### config.mk
export PLATFORM = sky130hd
export DESIGN_NAME = fp_sub_seq
export DESIGN_NICKNAME = d
export VERILOG_FILES = /design/src/rtl/fp_pkg.sv /design/src/rtl/fp_unpack.sv /design/src/rtl/fp_sub_seq.sv
export SDC_FILE = /design/constraint.sdc
export NUM_CORES = 1
export LEC_CHECK = 0
export CAP_MARGIN = 10
export CORE_MARGIN = 3
export CORE_UTILIZATION = 45
export DETAILED_ROUTE_END_ITERATION = 7
export PLACE_DENSITY_LB_ADDON = 0.25
export SLEW_MARGIN = 20
export SYNTH_ARGS = -nofsm -noshare
export SYNTH_HDL_FRONTEND = slang
export SYNTH_SLANG_ARGS = --single-unit
export TNS_END_PERCENT = 100
### constraint.sdc
create_clock -name clk -period 6.6 [get_ports clk]
set_input_delay 1.32 -clock clk [delete_from_list [all_inputs] [get_ports clk]]
set_output_delay 1.32 -clock clk [all_outputs]
set_load 0.01 [all_outputs]
### src/rtl/fp_pkg.sv
// Shared single-precision definitions for the fp add/sub datapath.
package fp_pkg;
  localparam int SIGN  = 31;
  localparam int EXP_W = 8;
  localparam int MAN_W = 23;

  localparam logic [EXP_W-1:0] EXP_MAX = 8'hFF;
  localparam logic [31:0]      QNAN    = 32'h7FC0_0000;

  typedef enum logic [2:0] {IDLE, UNPACK, ALIGN, ADD, NORM, DONE} state_t;

  typedef struct packed {
    logic             sign;
    logic [EXP_W-1:0] exp;
    logic [MAN_W-1:0] man;
  } fp32_t;
endpackage

### src/rtl/fp_unpack.sv
// Field split, zero/special detect and magnitude-ordered swap of two operands.
// op0 always carries the larger magnitude; b's sign is inverted (subtract).
module fp_unpack
  import fp_pkg::*;
#(
  parameter int GUARD_BITS = 2,
  parameter int MAX_ALIGN  = 26,
  localparam int MW = 1 + MAN_W + GUARD_BITS,
  localparam int AW = $clog2(MAX_ALIGN + 1)
) (
  input  logic [31:0]      a,
  input  logic [31:0]      b,
  output logic             special,
  output logic             s0,
  output logic             s1,
  output logic [EXP_W-1:0] e0,
  output logic [MW-1:0]    m0,
  output logic [MW-1:0]    m1,
  output logic [AW-1:0]    align
);
  localparam logic [EXP_W-1:0] MAXA_E = EXP_W'(MAX_ALIGN);
  localparam logic [AW-1:0]    MAXA_C = AW'(MAX_ALIGN);

  fp32_t fa, fb;
  logic [MW-1:0] ma, mb;
  logic [EXP_W-1:0] e1, ediff;
  logic a_ge;

  assign fa = a;
  assign fb = b;

  // Split fields, flush denormals, order by magnitude, saturate the shift count
  always_comb begin
    special = (fa.exp == EXP_MAX) || (fb.exp == EXP_MAX);
    ma = (fa.exp == '0) ? '0 : {1'b1, fa.man, {GUARD_BITS{1'b0}}};
    mb = (fb.exp == '0) ? '0 : {1'b1, fb.man, {GUARD_BITS{1'b0}}};
    a_ge = {fa.exp, ma} >= {fb.exp, mb};
    s0 = a_ge ? fa.sign : ~fb.sign;
    s1 = a_ge ? ~fb.sign : fa.sign;
    e0 = a_ge ? fa.exp : fb.exp;
    e1 = a_ge ? fb.exp : fa.exp;
    m0 = a_ge ? ma : mb;
    m1 = a_ge ? mb : ma;
    ediff = e0 - e1;
    align = (ediff >= MAXA_E) ? MAXA_C : ediff[AW-1:0];
  end
endmodule

### src/rtl/fp_sub_seq.sv
// Iterative single-precision subtractor, Diff = A - B, truncating.
// Alignment and normalization move one bit per cycle.
module fp_sub_seq
  import fp_pkg::*;
#(
  parameter int GUARD_BITS = 2,
  parameter int MAX_ALIGN  = 26
) (
  input  logic        clk,
  input  logic        rst_n,
  input  logic        start,
  input  logic [31:0] A,
  input  logic [31:0] B,
  output logic        busy,
  output logic        done,
  output logic [31:0] Diff,
  output logic        Cout
);
  localparam int MW = 1 + MAN_W + GUARD_BITS;
  localparam int AW = $clog2(MAX_ALIGN + 1);
  localparam logic [AW-1:0] CNT_ONE = AW'(1);

  state_t state, state_n;

  logic [31:0]      a_q, b_q;
  logic [MW-1:0]    m0, m1, mant;
  logic [EXP_W-1:0] e0, ex;
  logic             s0, esub;
  logic [AW-1:0]    cnt;

  logic             u_special, u_s0, u_s1;
  logic [EXP_W-1:0] u_e0;
  logic [MW-1:0]    u_m0, u_m1;
  logic [AW-1:0]    u_align;

  fp_unpack #(.GUARD_BITS(GUARD_BITS), .MAX_ALIGN(MAX_ALIGN)) u_unpack (
    .a(a_q), .b(b_q), .special(u_special), .s0(u_s0), .s1(u_s1),
    .e0(u_e0), .m0(u_m0), .m1(u_m1), .align(u_align)
  );

  logic [MW:0]      sum;
  logic             carry, ovf, sum_zero;
  logic [EXP_W-1:0] e0_inc, ex_dec;
  logic [MW-1:0]    shl;
  logic             uflow;

  // Magnitude add/sub and single-step normalize; op0 >= op1 so sub never borrows
  always_comb begin
    sum      = esub ? ({1'b0, m0} - {1'b0, m1}) : ({1'b0, m0} + {1'b0, m1});
    sum_zero = (sum == '0);
    carry    = sum[MW];
    e0_inc   = e0 + 8'd1;
    ovf      = carry && (e0_inc == EXP_MAX);
    shl      = mant << 1;
    ex_dec   = ex - 8'd1;
    uflow    = (ex_dec == '0);
  end

  // State register
  always_ff @(posedge clk or negedge rst_n) begin
    if (!rst_n) state <= IDLE;
    else        state <= state_n;
  end

  // Next-state logic
  always_comb begin
    state_n = state;
    case (state)
      IDLE:   if (start) state_n = UNPACK;
      UNPACK: if (u_special)            state_n = DONE;
              else if (u_align == '0)   state_n = ADD;
              else                      state_n = ALIGN;
      ALIGN:  if (cnt == CNT_ONE) state_n = ADD;
      ADD:    if (sum_zero || carry || sum[MW-1]) state_n = DONE;
              else                                state_n = NORM;
      NORM:   if (uflow || shl[MW-1]) state_n = DONE;
      DONE:   state_n = IDLE;
      default: state_n = IDLE;
    endcase
  end

  // Handshake outputs decoded from state
  always_comb begin
    busy = (state != IDLE);
    done = (state == DONE);
  end

  // Datapath; Diff/Cout are written on the transition into DONE
  always_ff @(posedge clk or negedge rst_n) begin
    if (!rst_n) begin
      a_q <= '0; b_q <= '0;
      m0 <= '0; m1 <= '0; mant <= '0;
      e0 <= '0; ex <= '0; s0 <= 1'b0; esub <= 1'b0; cnt <= '0;
      Diff <= '0; Cout <= 1'b0;
    end else begin
      case (state)
        IDLE: if (start) begin
          a_q <= A;
          b_q <= B;
        end
        UNPACK: begin
          m0 <= u_m0; m1 <= u_m1; e0 <= u_e0; s0 <= u_s0;
          esub <= u_s0 ^ u_s1;
          cnt <= u_align;
          if (u_special) begin
            Diff <= QNAN;
            Cout <= 1'b0;
          end
        end
        ALIGN: begin
          m1  <= m1 >> 1;
          cnt <= cnt - CNT_ONE;
        end
        ADD: begin
          if (sum_zero) begin
            Diff <= '0;
            Cout <= 1'b0;
          end else if (ovf) begin
            Diff <= {s0, EXP_MAX, {MAN_W{1'b0}}};
            Cout <= 1'b1;
          end else if (carry) begin
            Diff <= {s0, e0_inc, sum[MW-1:GUARD_BITS+1]};
            Cout <= 1'b0;
          end else if (sum[MW-1]) begin
            Diff <= {s0, e0, sum[MW-2:GUARD_BITS]};
            Cout <= 1'b0;
          end else begin
            mant <= sum[MW-1:0];
            ex   <= e0;
          end
        end
        NORM: begin
          if (uflow) begin
            Diff <= {s0, 31'd0};
            Cout <= 1'b0;
          end else if (shl[MW-1]) begin
            Diff <= {s0, ex_dec, shl[MW-2:GUARD_BITS]};
            Cout <= 1'b0;
          end else begin
            mant <= shl;
            ex   <= ex_dec;
          end
        end
        default: ;
      endcase
    end
  end
endmodule

### Word-level counts from Yosys, hierarchy flattened

Cells that the tools add are included.

* bits in registers: 200
* input port bits: 67
* output and inout bits: 35
* word-level logic and storage cells: 114

* add/subtract/negate cells: 6
* $lt $le $gt $ge: 2
* eq/ne operators: 21
* mux-type cells: 49
* bitwise gates (word level): 2
* reduce and logical (&&, ||, !) cells: 20

Operator list (count)
* $mux W32: 7
* $mux W25: 6
* $mux W26: 4
* $pmux W32 S3: 1
* $mux W8: 8
* $pmux W26 S2: 1
* $pmux W25 S2: 1
* $ge A34 B34 Y1: 1
* $add A26 B26 Y27: 1
* $logic_not A27 Y1: 1
* $mux W27: 1
* $sub A26 B26 Y27: 1
* $eq A8 B8 Y1 const B: 3
* $logic_not A8 Y1: 3
* $ne A2 B2 Y1 const B: 10
* $pmux W8 S2: 1
* $pmux W3 S5: 1
* $mux W3: 4
* $mux W1: 11
* $pmux W5 S2: 1
* $add A8 B1 Y8 const B: 1
* $ge A8 B5 Y1 const B: 1
* $sub A8 B1 Y8 const B: 1
* $sub A8 B8 Y8: 1
* 22 further kinds: 29

### Depth between registers and ports, before layout

* word-level depth: 11
* depth in mapped cells: 23
* gate-level depth less buffers: 19

### Modules after synthesis

From an unflattened synthesis, not the netlist that was laid out.

* cell total of the unflattened synthesis: 1616
* area total of the unflattened synthesis: 13714.4 µm²

By module, submodules not included
* fp_sub_seq: times used 1, cells each 1254, area each 11549.8 µm²
* fp_unpack: times used 1, cells each 362, area each 2164.6 µm²

### Worst setup path before layout

OpenSTA, ideal clock, no wires.

* path kind: reg2reg
* from: register a_q[27]
* to: register cnt[1]
* data arrival time: 4.899 ns
* slack: 1.562 ns
* cell stages (with the launch flop): 22
* clock period less this slack: 5.038 ns
* cell sequence: dfrtp_1 nor4_1 nand2_1 clkbuf_1 nand2_1 ha_1 nand2b_1 a2111o_1 a32o_1 o31a_1 nor2_1 clkbuf_1 clkbuf_1 nor2_1 a22oi_1 ha_1 o311ai_1 a21boi_0 mux2_2 a211oi_1 o31a_1 a22oi_1

* cells in the longest elaborated chain, start to end: 8

Ends and longest elaborated chain
* start, declared: RTL line fp_sub_seq.sv:25 `logic [31:0] a_q, b_q;`
* start signal, assigned: RTL line fp_sub_seq.sv:91 `a_q <= '0; b_q <= '0;`
* start signal, assigned: RTL line fp_sub_seq.sv:98 `a_q <= A;`
* $logic_not A8 Y1: RTL line fp_unpack.sv:35 `ma = (fa.exp == '0) ? '0 : {1'b1, fa.man, {GUARD_BITS{1'b0}}};`
* $mux W26: RTL line fp_unpack.sv:35
* $ge A34 B34 Y1: RTL line fp_unpack.sv:37 `a_ge = {fa.exp, ma} >= {fb.exp, mb};`
* $mux W8 (on tied branches): RTL line fp_unpack.sv:40, fp_unpack.sv:41
* $sub A8 B8 Y8 (*): RTL line fp_unpack.sv:44 `ediff = e0 - e1;`
* $ge A8 B5 Y1: RTL line fp_unpack.sv:45 `align = (ediff >= MAXA_E) ? MAXA_C : ediff[AW-1:0];`
* $mux W5 (*): RTL line fp_unpack.sv:45
* $pmux W5 S2 (*): RTL line fp_sub_seq.sv:96 `case (state)`
* end signal, assigned: RTL line fp_sub_seq.sv:104 `cnt <= u_align;`
* end signal, assigned: RTL line fp_sub_seq.sv:112 `cnt <= cnt - CNT_ONE;`
* end, declared: RTL line fp_sub_seq.sv:29 `logic [AW-1:0] cnt;`

Mark *: on every way between the ends. The rest lies on a longest branch, timed or not.
A chain may end at the register's enable or synchronous reset.

### Worst setup path in the final report

* from: register m1[0]
* to: register mant[18]

* cells in the longest elaborated chain, start to end: 7

Ends and longest elaborated chain
* start, declared: RTL line fp_sub_seq.sv:26 `logic [MW-1:0] m0, m1, mant;`
* start signal, assigned: RTL line fp_sub_seq.sv:102 `m0 <= u_m0; m1 <= u_m1; e0 <= u_e0; s0 <= u_s0;`
* start signal, assigned: RTL line fp_sub_seq.sv:111 `m1 <= m1 >> 1;`
* $add A26 B26 Y27 or $sub A26 B26 Y27 (tied branches): RTL line fp_sub_seq.sv:49 `sum = esub ? ({1'b0, m0} - {1'b0, m1}) : ({1'b0, m0} + {1'b0, m1});`
* $mux W27 (*): RTL line fp_sub_seq.sv:49
* $mux W25: RTL line fp_sub_seq.sv:124 `end else if (sum[MW-1]) begin`
* $mux W25: RTL line fp_sub_seq.sv:121 `end else if (carry) begin`
* $mux W25: RTL line fp_sub_seq.sv:118 `end else if (ovf) begin`
* $mux W25: RTL line fp_sub_seq.sv:115 `if (sum_zero) begin`
* $pmux W25 S2: RTL line fp_sub_seq.sv:96
* end signal, assigned: RTL line fp_sub_seq.sv:128 `mant <= sum[MW-1:0];`
* end signal, assigned: RTL line fp_sub_seq.sv:140 `mant <= shl;`
* end, declared: RTL line fp_sub_seq.sv:26

Mark *: on every way between the ends. The rest lies on a longest branch, timed or not. The select of a mux whose other input is x is not followed.

==> out/results.ini <==
[timing]
fin_crit_sh_pct = 88.49
tns_ns = 0
hold_viol = 0
min_period_ns = 5.841
final-max-slew-violation-count = 0
finClkSkew_ns = 0.02204
finalSetupViolCount = 0
max_slew_margin_pct = 35.78
fmax_mhz = 171.2
rsz0062_at_grt = no
fin_ws_ns = 0.7595
worstMarginPinSlew_ns = 0.9552

[routing]
routedWlPerCell_um = 16.93
route.antenna.remaining_nets = 0
dr_total_vias = 11040
wirelength_mm = 32.45
via_per_inst = 5.757
remaining_drc_errors = 0
first_pass_iters = 6
first_iter_violations = 1060

[synth]
synth_common_cells = 198 x dfrtp_1, 171 x a21oi_1, 164 x nor2_1, 121 x nand2_1, 118 x o21ai_0
synth_seq_cells = 198
synthMostInstantiatedCell = dfrtp_1
synth-edff-count = 0
synthFlopType = dfrtp_1
syn_inst = 1476
syn_area_um2 = 12850
yosysTopAreaCell = dfrtp_1
synth.area.top_cells = dfrtp_1 39%, a21oi_1 6.7%, ha_1 6.2%, mux2_2 5.2%, nor2_1 4.8%
syn_area_per_cell_um2 = 8.706
ys_seq_area_share_pct = 38.56
ys_types = 76
syn_nets = 1607
synthArstFlopShare_pct = 100.0
yosys_warnings = 0
synth_top_cell_area_share_pct = 38.56

[global_routing]
antenna_found_initial = 0
grt_pass1_wl_mm = 54.12
grt_usage_pct = 21.30
grt_pass1_vias = 10520
grt_max_degree = 127
overflow = 0

[setup_path]
worstSetupEndpointType = register
arrival_ns = 6.22
critPathRequiredTime_ns = 6.98
cp_max_fo = 25
critPathKind = register to register
cp-start-kind = register

[floorplanning]
design.die.area_um2 = 30620
rows = 61
core_um2 = 27930
die_height_um = 175.0
pin_count = 102
die_w_um = 175.0
initial_core_util_pct = 46.00

[placement]
hpwl_mm = 23.83
place_area_um2 = 14150
dp_slack_ns = 0.7885
place_congestion = 0.9165
portBuffers = 101

[cts]
cts_resized = 0
cts_setup_buffers = 0
clock_tree.root_cell = clkbuf_16
numCtsBuffers = 17
hold_buffers = 0
clock_path_buffers = 2
clk_pin_slew_ns = 0.09
cts_tree = built
clk_latency_ns = 0.45
h-tree-depth = 4
cts.sinks = 198

[cells_and_area]
layout-drive-gt1-share_pct = 8.382
syn_to_final_growth_pct = 15.01
antenna-diode-count = 0
design_area_um2 = 14780
fin_nets = 1657

[flow_run]
maxCapViolCount = 0

[min_path]
holdCritPathClass = register to register

[outcome]
status = complete, no violations

logic make-up after synthesis:
logic type | count (synthesis) | synth area share, %
XOR/XNOR | 64 | 4.362
flip-flops | 198 | 38.56
AO/OA/AOI/OAI | 460 | 22.36
multiplexers | 71 | 6.134
AND/OR/NAND/NOR | 487 | 18.20
buffers and inverters | 132 | 4.158
adder cells (fa/ha/maj) | 64 | 6.232
sequential cells by signal (all words and copies together) (netlist names):
name,count
Cout,1
m1,26
mant,25
m0,24
state,3
Diff,32
cnt,5
a_q,32
b_q,32
e0,8
s0,1
esub,1
ex,8
worst paths after layout:
kind                               startpoint                    to  slack, ns  cells past startpoint
max                         m1[0]$_DFFE_PN0P_  mant[18]$_DFFE_PN0P_       0.76                     20
min                        m0[18]$_DFFE_PN0P_    m0[18]$_DFFE_PN0P_       0.50                      2
max reg2reg                 m1[0]$_DFFE_PN0P_  mant[18]$_DFFE_PN0P_       0.76                     20
min reg2reg                m0[18]$_DFFE_PN0P_    m0[18]$_DFFE_PN0P_       0.50                      2
max in group asynchronous               rst_n    m0[25]$_DFFE_PN0P_       4.60                      2
min in group asynchronous               rst_n  Diff[13]$_DFFE_PN0P_       0.87                      1
metrics by stage:
stage	util, %	std cells	hold WS [ns]
after floorplan	-	1476	0.4501
after global placement	50.67	1885	0.4726
after detailed placement	50.67	1885	0.4822
after CTS	52.91	1917	0.5019
after global routing	52.91	1917	0.5186
final	52.91	1917	0.4954
routing by layer:
metal | track usage [%] | share of wire [%] | vias to the layer above
met4 | 5.352 | 1.5 | 0
met5 | 0 | 0 | -
li1 | - | - | 5473
met2 | 31.82 | 44 | 295
met1 | 32.32 | 50 | 5225
met3 | 3.281 | 5.1 | 43
worst max-delay path, cell delays in order (launching register included):
cell	delay [ns]
dfrtp_1	0.46
inv_1	0.11
ha_1	0.28
nor2b_1	0.25
nand3b_1	0.18
nor3_1	0.57
a21oi_1	0.18
xnor2_1	0.16
ha_1	0.35
a21o_1	0.24
a21o_1	0.18
a21o_1	0.18
a211oi_2	0.33
or4_1	0.18
or4b_1	0.45
nor4_2	0.24
nand4_4	0.26
a21oi_2	0.30
or2_1	0.33
buf_4	0.34
a221o_1	0.20
cells in the final DEF (no fill, tap or decap), types with 15 or more instances in the layout:
| cell | count |
|---|---|
| xnor2_1 | 50 |
| and2_1 | 44 |
| buf_4 | 17 |
| nor3_1 | 30 |
| a21o_1 | 15 |
| nand3_1 | 28 |
| dfrtp_1 | 198 |
| nand4_1 | 18 |
| nand2_1 | 120 |
| o21ai_0 | 118 |
| ha_1 | 64 |
| a221o_1 | 26 |
| a21oi_1 | 171 |
| mux2_2 | 59 |
| a22oi_1 | 35 |
| clkbuf_16 | 17 |
| inv_1 | 44 |
| nor2_1 | 163 |
| clkdlybuf4s50_1 | 100 |
layout make-up:
cell class,count,area (µm²)
Sequential cell,198,4955
Multi-Input combinational cell,1146,7400
Fill cell,2608,13160
Clock inverter,15,198.9
Inverter,44,165.2
Tap cell,378,473.0
Clock buffer,17,425.4
Timing Repair Buffer,119,1162
Power is left out: the tool's default activity adds up to more than one toggle a clock period on the data nets, which glitch-free logic cannot reach.
